===== config.mk =====
export PLATFORM = sky130hd
export DESIGN_NAME = fetch_pc_unit
export DESIGN_NICKNAME = d
export VERILOG_FILES = /design/src/rtl/core_pkg.sv /design/src/rtl/next_pc_mux.sv /design/src/rtl/fetch_pc_unit.sv
export SDC_FILE = /design/constraint.sdc
export NUM_CORES = 1
export LEC_CHECK = 0
export CAP_MARGIN = 20
export CORE_MARGIN = 5
export CORE_UTILIZATION = 49
export CTS_CLUSTER_DIAMETER = 50
export DETAILED_ROUTE_END_ITERATION = 8
export GPL_TIMING_DRIVEN = 0
export PLACE_DENSITY = 0.83
export SYNTH_ARGS = -nofsm -noshare
export SYNTH_HDL_FRONTEND = slang
export SYNTH_SLANG_ARGS = --single-unit

===== constraint.sdc =====
create_clock -name clk -period 6.5 [get_ports clk]
set_input_delay 1.3 -clock clk [delete_from_list [all_inputs] [get_ports clk]]
set_output_delay 1.3 -clock clk [all_outputs]
set_load 0.01 [all_outputs]

===== src/rtl/core_pkg.sv =====
// Shared fetch-stage definitions: pc_sel encodings, fetch FSM states, default vectors.
package core_pkg;

    localparam logic [1:0] PC_SEQ  = 2'b00;
    localparam logic [1:0] PC_BR   = 2'b01;
    localparam logic [1:0] PC_JAL  = 2'b10;
    localparam logic [1:0] PC_JALR = 2'b11;

    typedef enum logic [1:0] {
        ST_BOOT,
        ST_RUN,
        ST_HALT
    } fetch_state_e;

    localparam logic [31:0] DEFAULT_RESET_VECTOR = 32'h0000_0000;
    localparam logic [31:0] DEFAULT_TRAP_VECTOR  = 32'h0000_0080;

endpackage


===== src/rtl/next_pc_mux.sv =====
// Combinational next-PC target selection plus misalignment detect.
module next_pc_mux
    import core_pkg::*;
(
    input  logic [31:0] pc,
    input  logic [1:0]  pc_sel,
    input  logic [31:0] imm,
    input  logic [31:0] rs1,
    output logic [31:0] target,
    output logic        misaligned
);

    always_comb begin
        target = pc + 32'd4;
        case (pc_sel)
            PC_SEQ:         target = pc + 32'd4;
            PC_BR, PC_JAL:  target = pc + imm;
            PC_JALR:        target = (rs1 + imm) & ~32'd1;
            default:        target = pc + 32'd4;
        endcase
        misaligned = (target[1:0] != 2'b00);
    end

endmodule


===== src/rtl/fetch_pc_unit.sv =====
// PC register, fetch FSM (BOOT/RUN/HALT) and next-PC update.
// Define MISALIGN_TRAP_EN to redirect misaligned targets to TRAP_VECTOR.
module fetch_pc_unit
    import core_pkg::*;
#(
    parameter logic [31:0] RESET_VECTOR = DEFAULT_RESET_VECTOR,
    parameter logic [31:0] TRAP_VECTOR  = DEFAULT_TRAP_VECTOR
)
(
    input  logic        clk,
    input  logic        rst_n,
    input  logic [1:0]  pc_sel,
    input  logic [31:0] imm,
    input  logic [31:0] rs1,
    input  logic        stall,
    input  logic        halt_req,
    input  logic        resume,
    output logic [31:0] pc,
    output logic [31:0] pc_plus4,
    output logic        fetch_valid,
    output logic        halted,
    output logic        trap,
    output logic [31:0] bad_addr
);

`ifdef MISALIGN_TRAP_EN
    localparam bit TRAP_EN = 1'b1;
`else
    localparam bit TRAP_EN = 1'b0;
`endif

    fetch_state_e state_q, state_d;
    logic [31:0]  pc_q, pc_d;
    logic         trap_q, trap_d;
    logic [31:0]  bad_addr_q, bad_addr_d;

    logic [31:0]  target;
    logic         misaligned;

    next_pc_mux u_next_pc_mux (
        .pc         (pc_q),
        .pc_sel     (pc_sel),
        .imm        (imm),
        .rs1        (rs1),
        .target     (target),
        .misaligned (misaligned)
    );

    always_comb begin
        state_d    = state_q;
        pc_d       = pc_q;
        trap_d     = 1'b0;
        bad_addr_d = bad_addr_q;
        case (state_q)
            ST_BOOT: state_d = ST_RUN;
            ST_RUN: begin
                if (stall) begin
                    state_d = ST_RUN;
                end else if (halt_req) begin
                    state_d = ST_HALT;
                end else if (TRAP_EN && misaligned) begin
                    pc_d       = TRAP_VECTOR;
                    trap_d     = 1'b1;
                    bad_addr_d = target;
                end else begin
                    // Aligned targets pass unchanged; without trapping, low bits are dropped.
                    pc_d = {target[31:2], 2'b00};
                end
            end
            ST_HALT: begin
                if (resume) begin
                    state_d = ST_RUN;
                    pc_d    = pc_q + 32'd4;
                end
            end
            default: state_d = ST_BOOT;
        endcase
    end

    always_ff @(posedge clk or negedge rst_n) begin
        if (!rst_n) begin
            state_q    <= ST_BOOT;
            pc_q       <= RESET_VECTOR;
            trap_q     <= 1'b0;
            bad_addr_q <= '0;
        end else begin
            state_q    <= state_d;
            pc_q       <= pc_d;
            trap_q     <= trap_d;
            bad_addr_q <= bad_addr_d;
        end
    end

    assign pc          = pc_q;
    assign pc_plus4    = pc_q + 32'd4;
    assign fetch_valid = (state_q == ST_RUN);
    assign halted      = (state_q == ST_HALT);
    assign trap        = trap_q;
    assign bad_addr    = bad_addr_q;

endmodule


==> metrics <==
full die area approximately 0.013 mm2; critical path class reg2out; RSZ-0062 raised after global routing false; Compound-Gate Fraction of Synth Area between 20 and 30%; WL/cell ~18 um; post-CTS resize count 0; H-Tree Depth 2; Seq pwr share 18.7%; Netlist cell types 72; global route hottest layer met2; cells along the critical path ha_1 -> nand3_1 -> nor4_4 -> and3_1 -> nand3_1 -> xnor2_1 -> clkdlybuf4s50_1; Std-Cell Rows 38; root buf cell clkbuf_16; FF+latch count, synth 32; global-route wire length before repair roughly 29000 um; Max-cap violations 0; XOR/XNOR Fraction of Synth Area between 10% and 20%; Final TNS setup 0 ns; Max FO, Critical Path 8; initial DRC count 586; pin count of the biggest net entering global routing 33; Vias/cell about 5.9; P&R area growth vs syn 32.2%; most common cell after layout, fill and taps aside clkdlybuf4s50_1; P_leak about 3.2 nW; n_diodes 0; cell area after synthesis 0.00552 mm2; antenna violation net count after detailed routing 0; CTS clk-pin slew, worst paths ~0.060 ns; commonest cells after routing, fill and taps aside clkdlybuf4s50_1, a21oi_1, ha_1; critical path launch point type flop; initial antenna violation count 0; vias in the first global route 5705; FILL cells approximately 960; Tot GR Track Use about a quarter; Area after DPL around 0.0072 mm2; Rel. slew slack between 40 and 50%; drt pass-1 iters 6; initial core utilization just over 50%; minimum clock period about 4.3 ns; Final Max Slew Viols 0; Sw Ratio between 40% and 50%; Max VDD drop about 0.23 mV; Hold Slack 0.597 ns; WP buf/inv 1; Worst path slowest cell clkdlybuf4s50_1; postcts setup bufs 0; met3 usage under 10%; crit end category primary output; CTS tree built; Worst Hold Class reg2reg; simple-gate portion of the synthesized area a little over 20%; Comb pwr share 72.1%; Post-Syn Instances approximately 730; RePlAce Congestion 0.911; total CTS buffers 5; Synth Area in Adders between 10% and 20%; Core ar. 0.0109 mm2; via count 6136; register area share after synthesis ~14%; syn_area_per_cell between 7 and 8 um2; drt drc 0; worst endpoint required time 5.20 ns; Hold Fails Final Rpt 0; hold buffer count at CTS 0; Post-Place Setup Slack roughly 2.2 ns; Clk pwr share between 9 and 10%; Port-buffer cells around 130; DRT Wirelength about 18000 um; outcome complete, no violations; highest clock rate 233 MHz; P per Cell Area approximately 370 mW/mm2; cell mode on critical path nand3_1; EDFF count, synth 0; Slew @ Worst Pin 0.776 ns; DP HPWL 14700 um; combinational family with the most area after synthesis compound AO/OA/AOI/OAI gates; Chip Height around 120 um; maximum clock path buffer count 2; internal cell power around 1.4 mW; Final nets around 1000; setup slack after layout about 2.2 ns; CTS sink cnt 32; final period utilization 66.1%; met2 usage 42.2%; worst skew pair latency 0.28 ns; total grt overflow 0; Critical Path AT roughly 3 ns; delay-heaviest family, CP simple AND/OR/NAND/NOR gates; ratio of cells with drive above 1 in the final layout 8.18%; Die Width around 120 um; final setup fails 0; met1 usage between 30 and 40%; Net Sw Power approximately 1.3 mW; critical path's largest stage delay between 0.5 and 0.6 ns; Post-synth ARST share 100%; I/O pin cnt 170; synth warn 0; design area around 0.0073 mm2; ys flop type dfrtp_1; final clock skew ~0.0044 ns; mux share of post-synthesis cell area less than 1%
## power by group through the flow
stage / Clock [mW] / Sequential [mW] / Combinational [mW]
2_1_floorplan: 0 / 0.474 / 1.16
3_3_place_gp: 0 / 0.490 / 1.87
3_5_place_dp: 0 / 0.492 / 1.89
4_1_cts: 0.243 / 0.492 / 1.91
5_1_grt: 0.252 / 0.516 / 2.09
6_report: 0.246 / 0.502 / 1.93
## final timing paths
| kind | slack [ns] | startpoint | end | cells past startpoint |
|---|---|---|---|---|
| max | 2.21 | pc[2] | pc_plus4[22] | 7 |
| min | 0.60 | pc[3] | pc[3] | 2 |
| max reg2reg | 3.45 | pc[5] | pc[28] | 10 |
| min reg2reg | 0.60 | pc[3] | pc[3] | 2 |
| max in group asynchronous | 4.93 | rst_n | pc[26] | 1 |
| min in group asynchronous | 1.08 | rst_n | pc[3] | 1 |
## worst min-delay path, cell delays in order (launching register included)
cell	delay, ns
dfrtp_1	0.43
nand2_1	0.06
o21ai_0	0.07
## flip-flops by register name (all words and copies together), names as in the netlist
register  flops
state_q       2
pc           30
## synthesized netlist by cell type (all sizes together) (2+ instances only)
cell,n,share of area [%]
nor2b,10,1.1
nand2b,7,0.79
o211ai,3,0.41
a221oi,16,2.8
o32ai,2,0.32
a21o,20,2.7
clkbuf,20,1.4
inv,24,1.6
a21oi,74,6.9
o31ai,3,0.41
and2,5,0.57
nor2,52,3.7
o311ai,5,1.1
dfrtp,32,14
and3,15,1.7
a22oi,4,0.54
o22ai,9,1.0
a31oi,9,1.0
xnor2,45,7.1
or3,6,0.77
a22o,2,0.32
o21bai,5,0.68
o22a,2,0.32
buf,43,5.7
nand4,14,1.8
a221o,3,0.54
nand2,62,4.3
a311oi,2,0.32
nand3b,4,0.54
o21a,11,1.5
nor3,11,1.1
nor4,5,1.2
xor2,30,4.8
nand3,27,2.4
o21ai,59,5.4
a211oi,7,1.4
ha,62,14
## stage by stage
step	std cells	utilization, %	total power [mW]
finish	1045	66.8	2.68
global route	1045	66.8	2.86
CTS	1045	66.8	2.64
detailed placement	1037	65.4	2.38
global placement	1037	65.4	2.36
floorplan	765	-	1.64
## metal layers
| metal | vias up | routed length, um |
|---|---|---|
| met5 | - | 0 |
| met4 | 0 | 495 |
| met3 | 44 | 2100 |
| met2 | 345 | 8240 |
| met1 | 2754 | 7660 |
| li1 | 2993 | - |
## kinds of logic (layout without fill, tap and decap cells)
kind of cell,Yosys count,after routing
buffers and inverters,87,227
xor gates and xnor gates,75,75
and+or+nand+nor,222,222
adders and majority gates,62,62
DFF,32,32
AOI/OAI and AO/OA,248,248
muxes,2,2
other,1,37
## final cells by class
cell class / instances / area, um2 / area share (%)
Buffer: 63 / 389 / 5.33
Clock buffer: 7 / 143 / 1.95
Clock inverter: 1 / 7.51 / 0.103
Inverter: 24 / 90.1 / 1.23
Multi-Input combinational cell: 646 / 4380 / 60.0
Sequential cell: 32 / 801 / 11.0
Tap cell: 140 / 175 / 2.40
Timing Repair Buffer: 132 / 1320 / 18.0
(Power assumes the default switching activity.)
